$ cat config.mk
export PLATFORM = sky130hd
export DESIGN_NAME = config_self_write_bridge
export DESIGN_NICKNAME = d
export VERILOG_FILES = /design/src/rtl/config_self_write_bridge.sv
export SDC_FILE = /design/constraint.sdc
export NUM_CORES = 1
export LEC_CHECK = 0
export ABC_AREA = 1
export BUFFER_PORTS_ARGS = -buffer_cell sky130_fd_sc_hd__buf_2
export CORE_MARGIN = 2
export CORE_UTILIZATION = 54
export CTS_CLUSTER_DIAMETER = 120
export DETAILED_ROUTE_END_ITERATION = 12
export GPL_TIMING_DRIVEN = 0
export PLACE_DENSITY = 0.75
export SETUP_SLACK_MARGIN = 0.05
export SLEW_MARGIN = 20
export SYNTH_ARGS = -nofsm -noshare
export SYNTH_HDL_FRONTEND = slang
export SYNTH_SLANG_ARGS = --single-unit
$ cat constraint.sdc
create_clock -name CLK -period 2.75 [get_ports CLK]
set_input_delay 0.1375 -clock CLK [delete_from_list [all_inputs] [get_ports CLK]]
set_output_delay 0.1375 -clock CLK [all_outputs]
set_load 0.05 [all_outputs]
$ cat src/rtl/config_self_write_bridge.sv
// Buffers CPU configuration words in a FIFO and replays them as paced
// single-cycle strobes on the config block's self-write port.
module config_self_write_bridge #(
    parameter int FIFO_DEPTH = 8,
    parameter int FIFO_AW    = 3,
    parameter int STROBE_GAP = 2
) (
    input  logic               CLK,
    input  logic               Reset,
    input  logic [31:0]        BusWriteData,
    input  logic               BusWriteValid,
    output logic               BusWriteReady,
    input  logic               Flush,
    input  logic               Hold,
    output logic [31:0]        SelfWriteData,
    output logic               SelfWriteStrobe,
    output logic [FIFO_AW:0]   Level,
    output logic               Busy,
    output logic [31:0]        WordCount
);

    localparam int GW = (STROBE_GAP > 1) ? $clog2(STROBE_GAP) : 1;
    localparam logic [FIFO_AW:0] FULL = (FIFO_AW+1)'(FIFO_DEPTH);
    localparam logic [FIFO_AW:0] ONE  = (FIFO_AW+1)'(1);
    localparam logic [GW-1:0] GAP_LOAD = GW'(STROBE_GAP - 1);

    typedef enum logic [1:0] {
        IDLE,
        STROBE,
        GAP
    } state_t;

    state_t state;
    state_t state_next;

    logic [31:0]        mem [FIFO_DEPTH];
    logic [FIFO_AW-1:0] wr_ptr;
    logic [FIFO_AW-1:0] rd_ptr;
    logic [FIFO_AW:0]   level_next;
    logic [GW-1:0]      gap_cnt;
    logic [GW-1:0]      gap_next;
    logic [31:0]        wcount;
    logic               push;
    logic               pop;

    assign BusWriteReady = !Reset && !Flush && (Level != FULL);
    assign push          = BusWriteValid && BusWriteReady;
    assign Busy          = (Level != '0) || (state != IDLE);
    assign WordCount     = wcount;

    always_comb begin
        unique case ({push, pop})
            2'b10:   level_next = Level + ONE;
            2'b01:   level_next = Level - ONE;
            default: level_next = Level;
        endcase
    end

    always_comb begin
        state_next = state;
        gap_next   = gap_cnt;
        pop        = 1'b0;
        unique case (state)
            IDLE: begin
                // Hold only gates new strobes; a strobe already issued finishes.
                if (Level != '0 && !Hold && !Flush) begin
                    pop        = 1'b1;
                    state_next = STROBE;
                end
            end
            STROBE: begin
                state_next = GAP;
                gap_next   = GAP_LOAD;
            end
            GAP: begin
                if (gap_cnt == '0) begin
                    state_next = IDLE;
                end else begin
                    gap_next = gap_cnt - GW'(1);
                end
            end
            default: state_next = IDLE;
        endcase
    end

    always_ff @(posedge CLK) begin
        if (push) begin
            mem[wr_ptr] <= BusWriteData;
        end
    end

    always_ff @(posedge CLK) begin
        if (Reset) begin
            state           <= IDLE;
            gap_cnt         <= '0;
            wr_ptr          <= '0;
            rd_ptr          <= '0;
            Level           <= '0;
            SelfWriteStrobe <= 1'b0;
            SelfWriteData   <= '0;
            wcount          <= '0;
        end else begin
            state           <= state_next;
            gap_cnt         <= gap_next;
            SelfWriteStrobe <= pop;
            if (pop) begin
                SelfWriteData <= mem[rd_ptr];
            end
            if (state == STROBE) begin
                wcount <= wcount + 32'd1;
            end
            if (Flush) begin
                wr_ptr <= '0;
                rd_ptr <= '0;
                Level  <= '0;
            end else begin
                if (push) begin
                    wr_ptr <= wr_ptr + FIFO_AW'(1);
                end
                if (pop) begin
                    rd_ptr <= rd_ptr + FIFO_AW'(1);
                end
                Level <= level_next;
            end
        end
    end

endmodule

### Word-level counts from Yosys, hierarchy flattened

Memories as Yosys holds them, arrays and structs flattened. A register that Yosys moved wholly into a read port is not among the register bits.
Cells that the tools add are included.

| word-level totals | value |
|---|---|
| flip-flop bits (word level) | 46 |
| bits in latches | 0 |
| memory bits (writable) | 256 |
| memory bits (read-only) | 0 |
| input bits | 37 |
| output and inout bits | 71 |
| logic and storage cells | 47 |
| memories kept | 1 |

| operators by class | value |
|---|---|
| $add $sub $neg | 6 |
| $mul | 0 |
| div/mod/pow operators | 0 |
| magnitude comparators | 0 |
| eq/ne operators | 7 |
| shifts and indexed selects | 0 |
| multiplexer cells | 10 |
| bitwise operators | 0 |
| reductions and logical operators | 16 |

Memory list:

| memory | depth | width | read ports | clocked after Yosys merged registers in | wr ports | line | source |
|---|---|---|---|---|---|---|---|
| mem | 8 | 32 | 1 | 1 | 1 | 36 | `logic [31:0] mem [FIFO_DEPTH];` |

Operator list:

| kind | count |
|---|---|
| $add A32 B1 Y32 const B | 1 |
| $pmux W4 S2 | 1 |
| $add A3 B1 Y3 const B | 2 |
| $pmux W2 S3 | 1 |
| $reduce_bool A2 Y1 | 3 |
| $logic_and A1 B1 Y1 | 5 |
| $mux W1 | 5 |
| $add A4 B1 Y4 const B | 1 |
| $eq A2 B1 Y1 const B | 2 |
| $eq A2 B2 Y1 const B | 2 |
| $mux W2 | 2 |
| $ne A2 B2 Y1 const B | 2 |
| $ne A4 B4 Y1 const B | 1 |
| $reduce_bool A4 Y1 | 1 |
| $sub A4 B1 Y4 const B | 1 |
| $logic_not A1 Y1 | 3 |
| $logic_not A2 Y1 | 1 |
| $pmux W1 S2 | 1 |
| $reduce_and A2 Y1 | 1 |
| $reduce_or A2 Y1 | 1 |
| $logic_or A1 B1 Y1 | 1 |
| $sub A1 B1 Y1 const B | 1 |

### Depth between registers and ports, before layout

Gate-level depths: netlist of the first run.

| logic depth | value |
|---|---|
| depth in word-level cells | 7 |
| gate-level depth with buffers | 16 |
| mapped depth without buffers | 14 |

### Least setup slack after synthesis of the first run

No wires, ideal clock.

| timing | value |
|---|---|
| kind | register to register |
| from | register Level[2] |
| to | memory mem[0][0] (enable) |
| library setup time | 0.421 ns |
| arrival time | 3.567 ns |
| data required time | 2.329 ns |
| slack | -1.238 ns |
| cell stages (with the launch flop) | 5 |
| path buffers | 0 |
| period minus slack after synthesis | 3.988 ns |
| path through | dfxtp_1 -> inv_1 -> a31oi_1 -> nand3_1 -> nor2_1 |

| between the ends | value |
|---|---|
| word-level cells in the longest chain between the ends | 5 |

RTL lines:

| element | line | source |
|---|---|---|
| start: declaration | 17 | `output logic [FIFO_AW:0] Level,` |
| start signal: assignment | 123 | `Level <= level_next;` |
| $ne A4 B4 Y1 | 46 | `assign BusWriteReady = !Reset && !Flush && (Level != FULL);` |
| $logic_and A1 B1 Y1 | 46 |  |
| named net BusWriteReady | 12 | `output logic BusWriteReady,` |
| $logic_and A1 B1 Y1 | 47 | `assign push = BusWriteValid && BusWriteReady;` |
| $mux W1 | 87 | `if (push) begin` |
| $mux W1 (not written as such) | 88 | `mem[wr_ptr] <= BusWriteData;` |
| end: declaration | 36 |  |

The timed path passes the listed nets, and every way through them passes these cells.

### Final worst setup path of the first run

| timing | value |
|---|---|
| from | register Level[1] |
| to | memory mem[6][2] (enable) |

| between the ends | value |
|---|---|
| word-level cells in the longest chain between the ends | 5 |

RTL lines:

| element | line |
|---|---|
| $ne A4 B4 Y1 | 46 |
| $logic_and A1 B1 Y1 | 46 |
| $logic_and A1 B1 Y1 | 47 |
| $mux W1 | 87 |
| $mux W1 (not written as such) | 88 |

Every way passes these cells.

==> results of run 1 <==
==> worst paths after layout <==
path / startpoint / to / slack, ns / cells past startpoint
max reg2reg: Level[1] / mem[6][2] / 0.34 / 5
max: Level[1] / mem[6][2] / 0.34 / 5
min: Flush / SelfWriteStrobe / -0.003 / 4
min reg2reg: WordCount[8] / WordCount[8] / 0.48 / 2
==> final cells by class <==
class | count | share of cell area
inverter | 87 | 0.0197
tap | 330 | 0.0247
buffer | 64 | 0.0225
clock inverter | 19 | 0.0101
timing repair buffer | 154 | 0.0675
clock buffer | 45 | 0.0547
sequential | 334 | 0.554
multi-input combinational | 788 | 0.246
==> synthesized netlist by cell type (all sizes together) <==
library cell | instances | area, sq um
buf | 53 | 334
clkinv | 2 | 7.51
nor2 | 85 | 384
a31oi | 2 | 12.5
nand3 | 255 | 1400
dfxtp | 78 | 1560
o21a | 2 | 15.0
o211ai | 32 | 385
inv | 85 | 322
o21bai | 1 | 7.51
nor3 | 8 | 40.0
a21oi | 20 | 100
a21boi | 1 | 7.51
edfxtp | 256 | 7690
nor3b | 2 | 25.0
xor2 | 10 | 87.6
clkbuf | 11 | 41.3
xnor2 | 2 | 17.5
nand2 | 332 | 1250
nand4 | 9 | 71.3
o21ai | 14 | 70.1
a211oi | 1 | 7.51
ha | 11 | 138
nand3b | 1 | 7.51
==> worst max-delay path, stage by stage (launching register included) <==
cell and delay (ns):
dfxtp_1 0.47, nor2_4 0.09, a31oi_4 0.14, nand3_1 0.39, nor2_4 0.78, buf_16 0.24
==> state kept, by name (all words and copies together), names as in the netlist <==
| name | cells |
|---|---|
| gap_cnt | 1 |
| rd_ptr | 3 |
| Level | 4 |
| SelfWriteStrobe | 1 |
| SelfWriteData | 32 |
| mem | 256 |
| WordCount | 32 |
| state | 2 |
| wr_ptr | 3 |
==> kinds of logic (layout without fill, tap and decap cells) <==
kind of cell | after synthesis | after routing | share of synthesized area
xor gates and xnor gates | 12 | 12 | 0.00752
adders and majority gates | 11 | 11 | 0.00984
and+or+nand+nor | 692 | 692 | 0.228
DFF | 334 | 334 | 0.661
AOI/OAI and AO/OA | 73 | 73 | 0.0433
buffers and inverters | 151 | 369 | 0.0504
==> power by group <==
part | switching (mW) | internal, mW
Sequential | 0.0559 | 5.49
Clock | 1.88 | 2.64
Combinational | 0.495 | 0.221
==> metal layers <==
layer	vias up	GRT usage
met5	-	0
met4	0	0.0850
met3	81	0.0417
met2	493	0.437
met1	4863	0.335
li1	4779	-
==> what timing repair did <==
action                                 in CTS  in global routing
setup endpoints to repair                   0                  1
hold buffers                               38                  1
endpoints found under the hold margin     265                  1
resized for setup                           0                  2
buffers inserted                            0                  1
==> flow_metrics.env, run 1 <==
export IMPL_wl_met2_mm=16.8
export IMPL_coreArea_sq_mm=0.0253
export IMPL_synthToLayoutAreaGrowth_pct=19.3
export IMPL_synth_fp_nets=1321
export IMPL_die_x_microns=165
export IMPL_critPathLaunchType="register"
export IMPL_min_delay_path_class="in2reg"
export IMPL_fmax_ghz=0.414
export IMPL_violations="hold timing"
export IMPL_ys_ff_latch=334
export IMPL_antenna_cells=0
export IMPL_nFillCells=1886
export IMPL_final_antenna_net_count=0
export IMPL_clock_latency_ns=0.52
export IMPL_place_inst=1715
export IMPL_top_layer_used="met4"
export IMPL_dp_hpwl_mm=21.3
export IMPL_cts_clk_slew_worst_paths_ns=0.06
export IMPL_numCtsBuffers=35
export IMPL_clock_sinks=334
export IMPL_worstPathMaxFanout=19
export IMPL_drt_pass1_iterations=5
export IMPL_antenna_found_initial=0
export IMPL_clockBufferDepth=3
export IMPL_groute_usage_overall=0.256
export IMPL_place_area_sq_mm=0.0151
export IMPL_fin_setup_tns_ns=0
export IMPL_dp_slack_ns=0.132
export IMPL_critPathRequiredTime_ns=2.97
export IMPL_crit_type="reg2reg"
export IMPL_rsz0062_at_grt="false"
export IMPL_setup_slack_ns=0.337
export IMPL_synth_cells=1273
export IMPL_yosysWarnings=0
export IMPL_power_density_mw_per_mm2=646
export IMPL_place_congestion=0.841
export IMPL_min_period_over_period=0.877
export IMPL_p_total_mw=10.8
export IMPL_grt_overflow=0
export IMPL_status="finished with violations"
export IMPL_grt_pass1_vias=9799
export IMPL_wire_per_inst_microns=18.8
export IMPL_worstMarginPinSlew_ns=0.809
export IMPL_cts_htree_levels=2
export IMPL_synthesis_area_sq_mm=0.0140
export IMPL_io_pin_count=108
export IMPL_multi_input_area_sq_mm=0.00411
export IMPL_final_area_sq_mm=0.0167
export IMPL_synth_avg_cell_area_sq_um=11.0
export IMPL_wl_mm=34.2
export IMPL_vias=10200
export IMPL_drtIter0Drc=1199
export IMPL_cts_root_buf="clkbuf_16"
export IMPL_io_buffer_count=106
export IMPL_rows=58
export IMPL_grt_pass1_wl_mm=52.6
export IMPL_drc=0
export IMPL_nNetsFinal=1512
export IMPL_route_met3_wl_mm=2.99
export IMPL_fin_worst_skew_ns=0.0196
export IMPL_register_area_sq_mm=0.00925
export IMPL_end_kind="register"
export IMPL_initial_core_util=0.552
export IMPL_synth_distinct_cells=37
export IMPL_leakage_nw=6.38
export IMPL_fp_dieH_microns=165
export IMPL_drive_gt1_frac=0.213
export IMPL_setup_violations=0
export IMPL_maxCapViolCount=0
export IMPL_relSlewSlack=0.459
export IMPL_layout_commonest_cell="nand2_1"
export IMPL_die_area_sq_mm=0.0272
export IMPL_layout_cells_non_filler=1821
export IMPL_peakVddDrop_v=0.000629
export IMPL_mostFrequentLayoutCells="nand2_1, edfxtp_1, nand3_1"
export IMPL_met1_length_mm=13.6
export IMPL_hold_viol=1
export IMPL_cts_tree="yes"
export IMPL_min_period_ns=2.41
export IMPL_drv_slew=0
export IMPL_fin_util=0.659
export IMPL_fin_hold_ws_ns=-0.00303
export IMPL_grt_max_degree=33
export IMPL_synth_seq_area_share=0.661
export IMPL_drt_vias_per_instance=5.61
export IMPL_cp_arrival_ns=2.63
No activity file was read; power rests on OpenSTA's default activity.
==> inputs of run 2 (changes only) <==
RECOVER_POWER = 25   (was unset)
==> run 2 against run 1 <==
The run still ends with hold timing left; clock skew fell by 0.0023 ns; final cell count did not move; combinational power fell by 0.7%; via count fell by 0.54%; utilization fell by 0.11 points; worst setup slack improved by 0.0061 ns; die area did not move; clock power barely moved; largest cell class unchanged.
==> flow_metrics.env, run 2 (same netlist as run 1, synthesis figures left out) <==
export IMPL_status="finished with violations"
export IMPL_violations="hold timing"
export IMPL_clockBufferDepth=3
export IMPL_r2r_cells=5
export IMPL_worstPathMaxFanout=19
export IMPL_peakVddDrop_v=0.000635
export IMPL_grt_pass1_wl_mm=52.6
export IMPL_cts_root_buf="clkbuf_16"
export IMPL_setup_violations=0
export IMPL_hold_start="Flush"
export IMPL_reg2reg_to="mem[6][3]"
export IMPL_io_buffer_count=106
export IMPL_cts_tree="yes"
export IMPL_crit_type="reg2reg"
export IMPL_clock_latency_ns=0.53
export IMPL_coreArea_sq_mm=0.0253
export IMPL_final_area_sq_mm=0.0167
export IMPL_wl_mm=34.2
export IMPL_fin_hold_ws_ns=-0.00241
export IMPL_antenna_cells=0
export IMPL_drt_vias_per_instance=5.58
export IMPL_met2_usage=0.437
export IMPL_hold_depth=4
export IMPL_register_area_sq_mm=0.00925
export IMPL_die_area_sq_mm=0.0272
export IMPL_worstMarginPinSlew_ns=0.816
export IMPL_layout_commonest_cell="nand2_1"
export IMPL_mostFrequentLayoutCells="nand2_1, edfxtp_1, nand3_1"
export IMPL_critPathLaunchType="register"
export IMPL_fin_util=0.658
export IMPL_multi_input_area_sq_mm=0.00411
export IMPL_min_delay_worst_endpoint="SelfWriteStrobe"
export IMPL_fmax_ghz=0.416
export IMPL_drc=0
export IMPL_power_density_mw_per_mm2=648
export IMPL_end_kind="register"
export IMPL_r2r_start="Level[1]"
export IMPL_maxCapViolCount=0
export IMPL_dp_hpwl_mm=21.3
export IMPL_drt_pass1_iterations=5
export IMPL_reg2reg_slack_ns=0.34
export IMPL_initial_core_util=0.552
export IMPL_grtUsageMet3=0.0417
export IMPL_rsz0062_at_grt="false"
export IMPL_cp_arrival_ns=2.63
export IMPL_cts_htree_levels=2
export IMPL_numCtsBuffers=35
export IMPL_nFillCells=1898
export IMPL_final_antenna_net_count=0
export IMPL_min_delay_path_class="in2reg"
export IMPL_grt_busiest_layer="met2"
export IMPL_hold_viol=1
export IMPL_nNetsFinal=1512
export IMPL_fin_setup_tns_ns=0
export IMPL_fin_worst_skew_ns=0.0173
export IMPL_grt_pass1_vias=9799
export IMPL_drive_gt1_frac=0.198
export IMPL_grt_max_degree=33
export IMPL_cts_clk_slew_worst_paths_ns=0.06
export IMPL_clock_sinks=334
export IMPL_place_area_sq_mm=0.0151
export IMPL_relSlewSlack=0.455
export IMPL_grt_overflow=0
export IMPL_min_period_over_period=0.875
export IMPL_regMostFlops="mem"
export IMPL_p_total_mw=10.8
export IMPL_groute_usage_overall=0.256
export IMPL_wire_per_inst_microns=18.8
export IMPL_drtIter0Drc=1144
export IMPL_io_pin_count=108
export IMPL_drv_slew=0
export IMPL_fp_dieH_microns=165
export IMPL_critPathRequiredTime_ns=2.98
export IMPL_die_x_microns=165
export IMPL_synthToLayoutAreaGrowth_pct=19.1
export IMPL_min_period_ns=2.41
export IMPL_rows=58
export IMPL_leakage_nw=6.32
export IMPL_use_met1=0.335
export IMPL_place_congestion=0.841
export IMPL_largest_reg_flops=256
export IMPL_vias=10200
export IMPL_antenna_found_initial=0
run 2: cell count changes in the layout (fill, tap and decap cells not counted), sizes merged:
cell,change
buf,-23
clkbuf,+23
run 2: worst max-delay path: stages (launching register included):
cell and delay (ns):
dfxtp_1 0.46, nor2_4 0.09, a31oi_4 0.14, nand3_1 0.39
nor2_4 0.78, buf_16 0.24
run 2: how the worst max path moves through the flow:
stage                        start         end  cells after the start
after floorplan           Level[0]   mem[1][0]                      6
after global placement    Level[0]  mem[7][11]                      6
after detailed placement     Flush  mem[2][10]                      6
after CTS                 Level[0]   mem[2][0]                      4
after global routing      state[1]    Level[2]                     15
final                     Level[1]   mem[6][3]                      5
run 2: cell type report:
class / instances / share of cell area
well taps: 330 / 0.0248
plain buffers: 64 / 0.0225
inverters: 87 / 0.0198
multi-input cells: 788 / 0.247
clock inverters: 19 / 0.0101
clock buffers: 45 / 0.0548
flip-flops and latches: 334 / 0.555
repair buffers: 154 / 0.0659
run 2: repair_timing:
item,4_1_cts,5_1_grt
setup endpoints to repair,0,1
resized for setup,0,2
hold endpoints to repair,265,1
buffers inserted,0,1
hold buffers,38,1
run 2: metal layers:
layer | vias up | part of all wire
li1 | 4775 | -
met1 | 4821 | 0.40
met2 | 484 | 0.49
met3 | 81 | 0.087
met4 | 0 | 0.026
met5 | - | 0
run 2: report_power, final:
group / leakage [nW] / switching, mW / internal, mW
Sequential: 2.94 / 0.0556 / 5.49
Clock: 0.527 / 1.90 / 2.64
Combinational: 2.85 / 0.495 / 0.216
run 2: through the flow:
stage                     setup slack [ns]  std cells  hold slack, ns
after floorplan                     -0.370       1273           0.236
after global placement               -1.40       1709           0.370
after detailed placement             0.132       1715           0.369
after CTS                            0.113       1817          0.0171
after global routing                 0.115       1821         0.00579
final                                0.343       1821        -0.00241
==> inputs of run 3 (changes only) <==
BUFFER_PORTS_ARGS = unset   (was -buffer_cell sky130_fd_sc_hd__buf_2)
CORE_UTILIZATION = 57   (was 54)
DONT_BUFFER_PORTS = 1   (was unset)
PLACE_DENSITY = 0.74   (was 0.75)
==> run 3 against run 2 <==
Total power fell by 1.9%; largest cell class unchanged; clock-buffer cell count up 6; the flow now finishes without violations; clock power decreased by 4%; cell area shrank 2.9%; critical endpoint is now Level[2].
==> flow_metrics.env, run 3 (same netlist as run 1, synthesis figures left out) <==
export IMPL_drc=0
export IMPL_grt_pass1_vias=9601
export IMPL_io_pin_count=108
export IMPL_min_delay_worst_endpoint="wr_ptr[1]"
export IMPL_hold_viol=0
export IMPL_die_area_sq_mm=0.0258
export IMPL_cts_tree="yes"
export IMPL_clock_sinks=334
export IMPL_leakage_nw=5.86
export IMPL_setup_violations=0
export IMPL_wl_mm=33.5
export IMPL_path_cells="clkinvlp_4, nand3_4, nand4_4, inv_4, buf_12, buf_6, ha_2, nand2_1, inv_1, nor2_1, ha_1, a21oi_1, xnor2_1, o21ai_0, inv_1"
export IMPL_grt_pass1_wl_mm=51.9
export IMPL_cts_root_buf="clkbuf_16"
export IMPL_clock_latency_ns=0.52
export IMPL_cts_htree_levels=2
export IMPL_regMostFlops="mem"
export IMPL_fin_worst_skew_ns=0.0165
export IMPL_power_density_mw_per_mm2=655
export IMPL_reg2reg_to="Level[2]"
export IMPL_drive_gt1_frac=0.164
export IMPL_synthToLayoutAreaGrowth_pct=15.6
export IMPL_reg2reg_slack_ns=0.24
export IMPL_path_delay_family="buffers and inverters"
export IMPL_grt_overflow=0
export IMPL_rows=57
export IMPL_min_delay_path_class="in2reg"
export IMPL_worstMarginPinSlew_ns=0.812
export IMPL_antenna_cells=0
export IMPL_place_area_sq_mm=0.0146
export IMPL_fin_setup_tns_ns=0
export IMPL_crit_type="reg2reg"
export IMPL_layout_commonest_cell="nand2_1"
export IMPL_clockBufferDepth=3
export IMPL_pwr_share_clk=0.414
export IMPL_final_area_sq_mm=0.0162
export IMPL_fp_dieH_microns=161
export IMPL_status="finished clean"
export IMPL_vias=9657
export IMPL_grt_max_degree=23
export IMPL_numCtsBuffers=35
export IMPL_fin_hold_ws_ns=0.0234
export IMPL_fmax_ghz=0.398
export IMPL_rsz0062_at_grt="false"
export IMPL_setup_slack_ns=0.239
export IMPL_peakVddDrop_v=0.000473
export IMPL_r2r_cells=15
export IMPL_power_switching_mw=2.40
export IMPL_dp_hpwl_mm=21.2
export IMPL_io_buffer_count=0
export IMPL_mostFrequentLayoutCells="nand2_1, edfxtp_1, nand3_1"
export IMPL_pwr_share_seq=0.535
export IMPL_r2r_start="Level[2]"
export IMPL_cts_clk_slew_worst_paths_ns=0.06
export IMPL_relSlewSlack=0.458
export IMPL_switching_share=0.226
export IMPL_coreArea_sq_mm=0.0242
export IMPL_fin_util=0.669
export IMPL_drv_slew=0
export IMPL_path_buf_inv=6
export IMPL_cp_arrival_ns=2.91
export IMPL_hold_depth=2
export IMPL_max_stage_delay_ns=0.46
export IMPL_min_period_over_period=0.913
export IMPL_maxCapViolCount=0
export IMPL_layout_cells_non_filler=1710
export IMPL_groute_usage_overall=0.261
export IMPL_hold_start="BusWriteValid"
export IMPL_place_inst=1605
export IMPL_drtIter0Drc=970
export IMPL_drt_pass1_iterations=5
export IMPL_largest_reg_flops=256
export IMPL_power_combinational_fraction=0.051
export IMPL_die_x_microns=161
export IMPL_p_total_mw=10.6
export IMPL_worstPathMaxFanout=11
export IMPL_wire_per_inst_microns=19.6
export IMPL_dp_slack_ns=-0.248
export IMPL_place_congestion=0.835
export IMPL_end_kind="register"
export IMPL_crit_top_cell="inv_1"
export IMPL_nNetsFinal=1408
export IMPL_drt_vias_per_instance=5.65
export IMPL_initial_core_util=0.578
export IMPL_cp_depth=15
export IMPL_final_antenna_net_count=0
export IMPL_critPathLaunchType="register"
export IMPL_slowest_stage="dfxtp_4"
export IMPL_min_period_ns=2.51
export IMPL_power_internal_mw=8.19
export IMPL_critPathRequiredTime_ns=3.15
export IMPL_antenna_found_initial=0
-- run 3: cell count changes in the layout (fill, tap and decap cells not counted), moves of 6 or more --
cell and change:
buf_12 +6, buf_2 -83, clkbuf_1 -23, clkbuf_8 +6
clkinv_1 -7
-- run 3: final cells by class --
| class | instances | area (sq um) |
|---|---|---|
| Fill cell | 1769 | 8010 |
| Clock buffer | 51 | 996 |
| Timing Repair Buffer | 50 | 618 |
| Tap cell | 324 | 405 |
| Sequential cell | 334 | 9260 |
| Inverter | 87 | 333 |
| Multi-Input combinational cell | 788 | 4110 |
| Buffer | 64 | 375 |
| Clock inverter | 12 | 67.6 |
-- run 3: worst reg2reg max path, stage by stage (launching register included) --
cell and delay [ns]:
dfxtp_4 0.46, clkinvlp_4 0.21, nand3_4 0.14, nand4_4 0.11, inv_4 0.09, buf_12 0.15
buf_6 0.19, ha_2 0.23, nand2_1 0.06, inv_1 0.09, nor2_1 0.06, ha_1 0.17
a21oi_1 0.14, xnor2_1 0.09, o21ai_0 0.16, inv_1 0.05
-- run 3: how the worst max path moves through the flow --
stage | endpoint | from
global route | Level[2] | Level[2]
floorplan | mem[1][0] | Level[0]
finish | Level[2] | Level[2]
global placement | mem[3][10] | Level[0]
CTS | Level[2] | Level[2]
detailed placement | mem[6][9] | Level[0]
-- run 3: per-layer routing --
metal | vias to the layer above | global-route usage | part of all wire
met1 | 4532 | 0.334 | 0.39
met4 | 0 | 0.109 | 0.036
met3 | 105 | 0.0470 | 0.088
li1 | 4563 | - | -
met2 | 457 | 0.443 | 0.49
met5 | - | 0 | 0
-- run 3: power by group through the flow --
stage	combinational (mW)	clock, mW	sequential [mW]
after floorplan	0.336	0	5.76
after global placement	0.415	0	5.78
after detailed placement	0.437	0	5.78
after CTS	0.529	4.42	5.67
after global routing	0.598	4.64	5.68
final	0.536	4.38	5.67
-- run 3: what timing repair did --
item,CTS,global route
pin swaps,4,0
setup buffers,5,1
gates resized for setup,3,6
hold buffers,36,0
endpoints found under the setup margin,119,1
endpoints found under the hold margin,271,0
